<file path="src/rtl/if_id_pkg.sv">
// Shared widths, the bubble instruction and the held-entry layout for the IF/ID boundary.
package if_id_pkg;

    localparam int IF_ID_INSTR_W = 16;
    localparam int IF_ID_PC_W    = 16;
    localparam logic [IF_ID_INSTR_W-1:0] IF_ID_NOP = 16'h0800;

    typedef struct packed {
        logic                     valid;
        logic [IF_ID_PC_W-1:0]    pc;
        logic [IF_ID_INSTR_W-1:0] instr;
    } if_id_entry_t;

endpackage

</file>
<file path="src/rtl/if_id_entry_reg.sv">
// One loadable {valid, pc, instr} holding register with synchronous clear.
// Load takes effect on the next edge; clear (or reset) wins over load and parks the entry as a NOP bubble.
module if_id_entry_reg
    import if_id_pkg::*;
#(
    parameter int                 INSTR_W   = IF_ID_INSTR_W,
    parameter int                 PC_W      = IF_ID_PC_W,
    parameter logic [INSTR_W-1:0] NOP_INSTR = INSTR_W'(IF_ID_NOP)
) (
    input  logic               clk,
    input  logic               rst,
    input  logic               clr,
    input  logic               load,
    input  logic               d_valid,
    input  logic [PC_W-1:0]    d_pc,
    input  logic [INSTR_W-1:0] d_instr,
    output logic               q_valid,
    output logic [PC_W-1:0]    q_pc,
    output logic [INSTR_W-1:0] q_instr
);

    typedef struct packed {
        logic               valid;
        logic [PC_W-1:0]    pc;
        logic [INSTR_W-1:0] instr;
    } entry_t;

    entry_t entry_d;
    entry_t entry_q;

    always_comb begin
        entry_d = entry_q;
        if (clr) begin
            entry_d = '{valid: 1'b0, pc: '0, instr: NOP_INSTR};
        end else if (load) begin
            entry_d = '{valid: d_valid, pc: d_pc, instr: d_instr};
        end
    end

    always_ff @(posedge clk) begin
        if (rst) begin
            entry_q <= '{valid: 1'b0, pc: '0, instr: NOP_INSTR};
        end else begin
            entry_q <= entry_d;
        end
    end

    assign q_valid = entry_q.valid;
    assign q_pc    = entry_q.pc;
    assign q_instr = entry_q.instr;

endmodule

</file>
<file path="src/rtl/if_id_skid.sv">
// IF/ID boundary with a two-entry skid buffer: accepted beat (pc already incremented) shows one cycle later.
// in_ready is a flop, dropping only while both entries are full; flush turns everything held into a bubble.
module if_id_skid
    import if_id_pkg::*;
#(
    parameter int                 INSTR_W   = IF_ID_INSTR_W,
    parameter int                 PC_W      = IF_ID_PC_W,
    parameter logic [PC_W-1:0]    PC_INC    = PC_W'(1),
    parameter logic [INSTR_W-1:0] NOP_INSTR = INSTR_W'(IF_ID_NOP)
) (
    input  logic               clk,
    input  logic               rst,
    input  logic               flush,
    input  logic               in_valid,
    output logic               in_ready,
    input  logic [PC_W-1:0]    in_pc,
    input  logic [INSTR_W-1:0] in_instr,
    output logic               out_valid,
    input  logic               out_ready,
    output logic [PC_W-1:0]    out_pc,
    output logic [INSTR_W-1:0] out_instr,
    output logic [1:0]         occupancy
);

    logic               main_vld, skid_vld;
    logic [PC_W-1:0]    main_pc, skid_pc;
    logic [INSTR_W-1:0] main_instr, skid_instr;

    logic               main_load, main_clr, main_from_skid;
    logic               skid_load, skid_clr;
    logic [PC_W-1:0]    main_d_pc;
    logic [INSTR_W-1:0] main_d_instr;
    logic               main_nxt, skid_nxt;
    logic [1:0]         occ_d;
    logic               in_ready_d, in_ready_q;
    logic               accept, deliver;
    logic [PC_W-1:0]    new_pc;

    assign accept  = in_valid & in_ready_q;
    assign deliver = main_vld & out_ready;
    assign new_pc  = in_pc + PC_INC;

    // Skid only ever fills behind a stalled main, so it is always the older beat.
    always_comb begin
        main_load      = 1'b0;
        main_clr       = 1'b0;
        main_from_skid = 1'b0;
        skid_load      = 1'b0;
        skid_clr       = 1'b0;
        if (flush) begin
            main_clr = 1'b1;
            skid_clr = 1'b1;
        end else if (!main_vld) begin
            main_load = accept;
        end else if (deliver) begin
            if (skid_vld) begin
                main_load      = 1'b1;
                main_from_skid = 1'b1;
                skid_clr       = 1'b1;
            end else if (accept) begin
                main_load = 1'b1;
            end else begin
                main_clr = 1'b1;
            end
        end else if (accept) begin
            skid_load = 1'b1;
        end

        main_d_pc    = main_from_skid ? skid_pc    : new_pc;
        main_d_instr = main_from_skid ? skid_instr : in_instr;

        main_nxt   = main_clr ? 1'b0 : (main_load ? 1'b1 : main_vld);
        skid_nxt   = skid_clr ? 1'b0 : (skid_load ? 1'b1 : skid_vld);
        occ_d      = {1'b0, main_nxt} + {1'b0, skid_nxt};
        in_ready_d = (occ_d != 2'd2);
    end

    always_ff @(posedge clk) begin
        if (rst) begin
            in_ready_q <= 1'b1;
        end else begin
            in_ready_q <= in_ready_d;
        end
    end

    if_id_entry_reg #(
        .INSTR_W   (INSTR_W),
        .PC_W      (PC_W),
        .NOP_INSTR (NOP_INSTR)
    ) u_main (
        .clk     (clk),
        .rst     (rst),
        .clr     (main_clr),
        .load    (main_load),
        .d_valid (1'b1),
        .d_pc    (main_d_pc),
        .d_instr (main_d_instr),
        .q_valid (main_vld),
        .q_pc    (main_pc),
        .q_instr (main_instr)
    );

    if_id_entry_reg #(
        .INSTR_W   (INSTR_W),
        .PC_W      (PC_W),
        .NOP_INSTR (NOP_INSTR)
    ) u_skid (
        .clk     (clk),
        .rst     (rst),
        .clr     (skid_clr),
        .load    (skid_load),
        .d_valid (1'b1),
        .d_pc    (new_pc),
        .d_instr (in_instr),
        .q_valid (skid_vld),
        .q_pc    (skid_pc),
        .q_instr (skid_instr)
    );

    assign in_ready  = in_ready_q;
    assign out_valid = main_vld;
    assign out_pc    = main_vld ? main_pc    : '0;
    assign out_instr = main_vld ? main_instr : NOP_INSTR;
    assign occupancy = {1'b0, main_vld} + {1'b0, skid_vld};

endmodule

</file>
<file path="config.mk">
export PLATFORM = sky130hd
export DESIGN_NAME = if_id_skid
export DESIGN_NICKNAME = d
export VERILOG_FILES = /design/src/rtl/if_id_pkg.sv /design/src/rtl/if_id_entry_reg.sv /design/src/rtl/if_id_skid.sv
export SDC_FILE = /design/constraint.sdc
export NUM_CORES = 1
export LEC_CHECK = 0
export ABC_CLOCK_PERIOD_IN_PS = 3700
export CAP_MARGIN = 20
export CORE_MARGIN = 4
export CORE_UTILIZATION = 33
export DETAILED_ROUTE_END_ITERATION = 12
export SYNTH_ARGS = -nofsm -noshare
export SYNTH_HDL_FRONTEND = slang
export SYNTH_SLANG_ARGS = --single-unit
</file>
<file path="constraint.sdc">
create_clock -name clk -period 3.7 [get_ports clk]
set_input_delay 0.37 -clock clk [delete_from_list [all_inputs] [get_ports clk]]
set_output_delay 0.37 -clock clk [all_outputs]
set_load 0.005 [all_outputs]
</file>
==> results.py, run 1 <==
metrics = {
    "die": {
        "core.rowCount": 35,
        "die_outline_area_mm2": 0.0114,
        "top_level_ports": 73,
        "floorplan.die.width_um": 107,
        "core_mm2": 0.00937,
        "die_h_um": 107,
        "floorplan.initialDensity_pct": 34.3,
    },
    "setup_path": {
        "crit_path_end_kind": "register",
        "crit_fanout": 17,
        "timing.critical_path.required_ps": 3980,
        "arrival_ps": 2640,
        "critical_path.startpoint": "flush",
        "regToRegSetupSlack_ps": 1490,
        "criticalPathCategory": "in -> reg",
        "timing.critical_path.from_type": "input port",
        "timing.critical_path.to": "u_main.q_pc[12]",
        "worst_r2r_path_depth": 3,
        "worstReg2RegEnd": "u_main.q_pc[12]",
        "timing.rr.start": "u_skid.q_valid",
    },
    "routing": {
        "drc": 0,
        "routed_wl_um": 8480,
        "detail_route.iter0.violations": 161,
        "detailroute.via_count": 2935,
        "route.detailed.wl_per_inst_um": 14.4,
        "routed_via_density": 4.99,
        "length_of_the_first_detailed_routing_pass_in_iterations": 4,
        "drtAntennaViolNets": 0,
    },
    "clock_network": {
        "cts_inserted_buffers": 9,
        "cts.clk_slew.worst_paths_ps": 70,
        "insertion_delay_ps": 340,
        "clock_root_buffer": "sky130_fd_sc_hd__clkbuf_8",
        "cts_setup_buffers": 0,
        "ctsLongestPathBuffers": 2,
        "cts_tree": "yes",
        "cts.sink_count": 67,
        "cts.hold.buffers_added": 0,
        "cts_max_level": 3,
        "cts_repair_resize_count": 0,
    },
    "power_and_ir_drop": {
        "maximum_vdd_ir_drop_mv": 0.137,
        "p_per_area_mw_per_mm2": 356,
        "leakagePower_nw": 1.55,
    },
    "synthesis": {
        "syn-mean-instance-area_um2": 8.18,
        "synth.cell_area_mm2": 0.00321,
        "netlist-cell-type-count": 42,
        "netlist.area_leader.share_pct": 41.7,
        "synthesis_stage_register_bit_count": 67,
        "dominantRegCellSynth": "sky130_fd_sc_hd__dfxtp_1",
        "synthesis.instances": 393,
        "yosys_warnings": 0,
        "synth_seq_area_share_pct": 41.7,
        "postSynthNetCount": 432,
        "async_reset_ff_share_pct": 0,
        "synth.area.top_cells": "sky130_fd_sc_hd__dfxtp_1, sky130_fd_sc_hd__nand2_1, sky130_fd_sc_hd__and2_1",
        "yosysTopAreaCell": "sky130_fd_sc_hd__dfxtp_1",
        "synth_enable_flop_cells": 0,
    },
    "timing": {
        "grt_setup_unrepaired": "no",
        "worst_slew_margin_rel_pct": 36.1,
        "skew_ps": 5.35,
        "timing.final.crit_period_ps": 2360,
        "timing.final.crit_share_pct": 63.8,
        "final_hold_viol_count": 0,
        "least_margin_pin_slew_ps": 959,
        "setup_tns_final_ps": 0,
        "timing.final.setup_violations": 0,
        "fmaxAchievable_mhz": 423,
        "drv_slew": 0,
    },
    "layout": {
        "drive_gt1_share_pct": 8.06,
        "finish.cell_count_without_fillers": 588,
        "n_antenna_cell": 0,
        "n_fill_cell": 961,
        "syn2layout_area_growth_pct": 31.3,
        "num-nets-final": 493,
    },
    "place": {
        "place_inst": 572,
        "port_buffers": 72,
        "routabilityCongestion": 0.736,
        "hpwl_um": 5700,
    },
    "grt": {
        "grt_start_max_net_pins": 41,
        "grt_pass1_wl_um": 14100,
        "groute.usage.overall_pct": 15.4,
        "grt_pass1_vias": 2828,
        "grt_overflow_total": 0,
        "antenna_violations_before_repair": 0,
    },
    "outcome": {
        "outcome": "complete, no violations",
    },
    "job": {
        "max_cap_violations": 0,
    },
    "hold_path": {
        "worstHoldPathType": "reg -> reg",
    },
}
synth_stat cells (6+ instances only):
cell type                  count
sky130_fd_sc_hd__a221o_1       7
sky130_fd_sc_hd__buf_2         6
sky130_fd_sc_hd__nand3_1       9
sky130_fd_sc_hd__a311oi_1     16
sky130_fd_sc_hd__clkbuf_1     18
sky130_fd_sc_hd__nand2_1      81
sky130_fd_sc_hd__and3_1       10
sky130_fd_sc_hd__dfxtp_1      67
sky130_fd_sc_hd__xor2_1        8
sky130_fd_sc_hd__nor3_1       13
sky130_fd_sc_hd__nor4_1        6
sky130_fd_sc_hd__and2_1       32
sky130_fd_sc_hd__o21bai_1      7
sky130_fd_sc_hd__o21ba_2       7
sky130_fd_sc_hd__a21oi_1      20
sky130_fd_sc_hd__nor2_1       37
final cells by class:
cell class	instances	area [um2]	area share (%)
Timing Repair Buffer	79	773	18.3
Clock buffer	10	138	3.26
Multi-Input combinational cell	295	1730	41.1
Tap cell	129	161	3.83
Clock inverter	6	63.8	1.51
Inverter	2	7.51	0.178
Sequential cell	67	1340	31.8
layout by cell type, fill, tap and decap left out, drive strengths merged, types with 3 or more instances in the layout:
cell type and count:
clkdlybuf4s50 72, nand2 81, inv 3, nand3 9, nor4 6, a211oi 4, o21bai 7, nor2 38
nor3 15, a21oi 20, or3 5, o21ai 4, a221o 7, and3 10, and2 32, a311oi 16
dfxtp 67, nand4 4, buf 7, a32o 3, o21ba 7, xor2 8, clkbuf 10
kinds of logic after synthesis:
| group | Yosys count | share of synthesized area [%] |
|---|---|---|
| fa+ha+maj | 2 | 0.779 |
| compound gates | 79 | 19.6 |
| simple gates | 204 | 30.7 |
| xor+xnor | 10 | 2.73 |
| buf+inv | 31 | 4.48 |
| flops | 67 | 41.7 |
report_power, final:
part	switching (W)	internal [W]
clock	0.000290	0.000329
sequential	0.00000634	0.000732
combinational	0.0000770	0.0000682
total	0.000373	0.00113
flip-flops by register name (all words and copies together) (netlist names):
register and count:
u_main.q_valid 1, u_main.q_instr 16, u_main.q_pc 16, u_skid.q_pc 16, in_ready 1, u_skid.q_valid 1
u_skid.q_instr 16
per-stage QoR:
step | area [um2] | hold WS [ps] | utilization (%) | setup WS (ps) | total power [W]
3_5_place_dp | 4020 | 447 | 42.9 | 992 | 0.000901
5_1_grt | 4220 | 475 | 45.0 | 1100 | 0.00157
6_report | 4220 | 456 | 45.0 | 1340 | 0.00150
2_1_floorplan | 3210 | 427 | - | 2030 | 0.000828
3_3_place_gp | 4020 | 442 | 42.9 | 1050 | 0.000899
4_1_cts | 4220 | 458 | 45.0 | 1310 | 0.00152
per-layer routing:
| metal | vias to the layer above | part of all wire, % | GRT usage, % |
|---|---|---|---|
| li1 | 1493 | - | - |
| met1 | 1372 | 46 | 18.9 |
| met2 | 61 | 48 | 26.8 |
| met3 | 9 | 4.7 | 2.65 |
| met4 | 0 | 1.3 | 5.94 |
| met5 | - | 0 | 0 |
worst max-delay path, cell delays in order:
cell and delay (ps):
sky130_fd_sc_hd__clkdlybuf4s50_1 580, sky130_fd_sc_hd__nand4b_1 790, sky130_fd_sc_hd__nor2_1 660, sky130_fd_sc_hd__a221o_1 240
worst min-delay path by stage:
| stage | slack (ps) | from | cells past startpoint | endpoint |
|---|---|---|---|---|
| CTS | 460 | u_skid.q_instr[14] | 2 | u_skid.q_instr[14] |
| finish | 460 | u_skid.q_instr[3] | 2 | u_skid.q_instr[3] |
| global placement | 440 | u_skid.q_pc[1] | 2 | u_skid.q_pc[1] |
| detailed placement | 450 | u_skid.q_instr[14] | 2 | u_skid.q_instr[14] |
| floorplan | 430 | u_main.q_pc[3] | 2 | u_main.q_pc[3] |
| global route | 470 | u_skid.q_instr[15] | 2 | u_skid.q_instr[15] |
Power figures use the tool's default switching activity.
==> inputs of run 2 (changes only) <==
--- a/config.mk
+++ b/config.mk
@@ -5,7 +5,7 @@
 export SDC_FILE = /design/constraint.sdc
 export NUM_CORES = 1
 export LEC_CHECK = 0
-export ABC_CLOCK_PERIOD_IN_PS = 3700
+export ABC_CLOCK_PERIOD_IN_PS = 2400
 export CAP_MARGIN = 20
 export CORE_MARGIN = 4
 export CORE_UTILIZATION = 33
==> constraint.sdc (replaced) <==
create_clock -name clk -period 2.4 [get_ports clk]
set_input_delay 0.24 -clock clk [delete_from_list [all_inputs] [get_ports clk]]
set_output_delay 0.24 -clock clk [all_outputs]
set_load 0.005 [all_outputs]
==> results.py, run 2 (synthesis results as in run 1) <==
metrics = {
    "outcome": {
        "outcome": "complete, no violations",
    },
    "die": {
        "floorplan.initialDensity_pct": 34.3,
        "die_h_um": 107,
        "top_level_ports": 73,
        "core_mm2": 0.00937,
        "core.rowCount": 35,
        "die_outline_area_mm2": 0.0114,
        "floorplan.die.width_um": 107,
    },
    "timing": {
        "drv_slew": 0,
        "least_margin_pin_slew_ps": 541,
        "setup_tns_final_ps": 0,
        "worst_slew_margin_rel_pct": 63.9,
        "timing.final.crit_share_pct": 93.7,
        "timing.final.crit_period_ps": 2250,
        "fmaxAchievable_mhz": 445,
        "final_hold_viol_count": 0,
        "timing.final.setup_violations": 0,
        "skew_ps": 13.8,
        "grt_setup_unrepaired": "no",
    },
    "clock_network": {
        "cts_repair_resize_count": 0,
        "cts_inserted_buffers": 9,
        "clock_root_buffer": "sky130_fd_sc_hd__clkbuf_8",
        "cts_tree": "yes",
        "cts_max_level": 3,
        "cts_setup_buffers": 0,
        "ctsLongestPathBuffers": 2,
        "insertion_delay_ps": 340,
        "cts.hold.buffers_added": 0,
        "cts.clk_slew.worst_paths_ps": 80,
        "cts.sink_count": 67,
    },
    "grt": {
        "groute.usage.overall_pct": 15.1,
        "grt_pass1_wl_um": 13800,
        "grt_start_max_net_pins": 41,
        "grt_pass1_vias": 2850,
        "antenna_violations_before_repair": 0,
        "grt_overflow_total": 0,
    },
    "job": {
        "max_cap_violations": 0,
    },
    "routing": {
        "length_of_the_first_detailed_routing_pass_in_iterations": 4,
        "drc": 0,
        "route.detailed.wl_per_inst_um": 14.3,
        "routed_via_density": 5.00,
        "detail_route.iter0.violations": 177,
        "detailroute.via_count": 2976,
        "drtAntennaViolNets": 0,
        "routed_wl_um": 8510,
    },
    "setup_path": {
        "crit_fanout": 19,
        "timing.critical_path.from_type": "register",
        "timing.critical_path.required_ps": 2160,
        "arrival_ps": 2010,
        "criticalPathCategory": "reg -> out",
        "crit_path_end_kind": "output pin",
    },
    "place": {
        "dpl_cell_area_mm2": 0.00411,
        "place_inst": 579,
        "hpwl_um": 5870,
        "routabilityCongestion": 0.734,
        "port_buffers": 72,
    },
    "layout": {
        "finish.cell_count_without_fillers": 595,
        "drive_gt1_share_pct": 9.23,
        "syn2layout_area_growth_pct": 34.5,
        "n_fill_cell": 979,
        "final_common_cell": "sky130_fd_sc_hd__nand2_1",
        "num-nets-final": 500,
        "finished_core_util_pct": 46.1,
        "n_antenna_cell": 0,
        "finalInstanceArea_mm2": 0.00432,
        "layout.cells.most_common_list": "sky130_fd_sc_hd__nand2_1, sky130_fd_sc_hd__clkdlybuf4s50_1, sky130_fd_sc_hd__dfxtp_1",
    },
    "power_and_ir_drop": {
        "leakagePower_nw": 1.61,
        "maximum_vdd_ir_drop_mv": 0.259,
        "p_per_area_mw_per_mm2": 556,
    },
    "hold_path": {
        "worstHoldPathType": "reg -> reg",
    },
}
## run 2: report_power, final
group          internal, W  switching [W]  leakage (nW)
clock             0.000587       0.000445         0.111
combinational     0.000112       0.000119         0.954
sequential         0.00113      0.0000107         0.542
total              0.00183       0.000575          1.61
## run 2: layout make-up
type,instances,area [um2],area share (%)
sequential,67,1340,31.0
clock inverter,6,87.6,2.03
tap,129,161,3.73
inverter,2,7.51,0.174
multi-input combinational,295,1730,40.1
clock buffer,10,128,2.95
timing repair buffer,86,863,20.0
## run 2: worst paths after layout
check                                    start              to  slack, ps  cells past startpoint
worst max-delay path            u_main.q_valid       out_pc[2]        150                      3
worst min-delay path            u_main.q_pc[3]  u_main.q_pc[3]        450                      2
worst max register to register  u_main.q_valid  u_main.q_pc[9]        410                      4
worst min register to register  u_main.q_pc[3]  u_main.q_pc[3]        450                      2
## run 2: through the flow
stage | total power [W] | hold WS (ps) | worst slack (ps)
after floorplan | 0.00128 | 336 | 728
after global placement | 0.00139 | 438 | 105
after detailed placement | 0.00140 | 443 | 123
after CTS | 0.00243 | 454 | 106
after global routing | 0.00251 | 476 | 4.54
final | 0.00240 | 452 | 152
## run 2: critical path, stage by stage, from the launching register on
cell	delay, ps
sky130_fd_sc_hd__dfxtp_1	660
sky130_fd_sc_hd__buf_4	330
sky130_fd_sc_hd__and2_1	170
sky130_fd_sc_hd__clkdlybuf4s50_1	500
## run 2: layer usage
layer / GRT usage (%) / vias to the layer above / wire length, um
met2: 25.0 / 78 / 4080
met5: 0 / - / 0
met4: 4.20 / 0 / 85
li1: - / 1509 / -
met1: 19.5 / 1385 / 3930
met3: 4.09 / 4 / 415
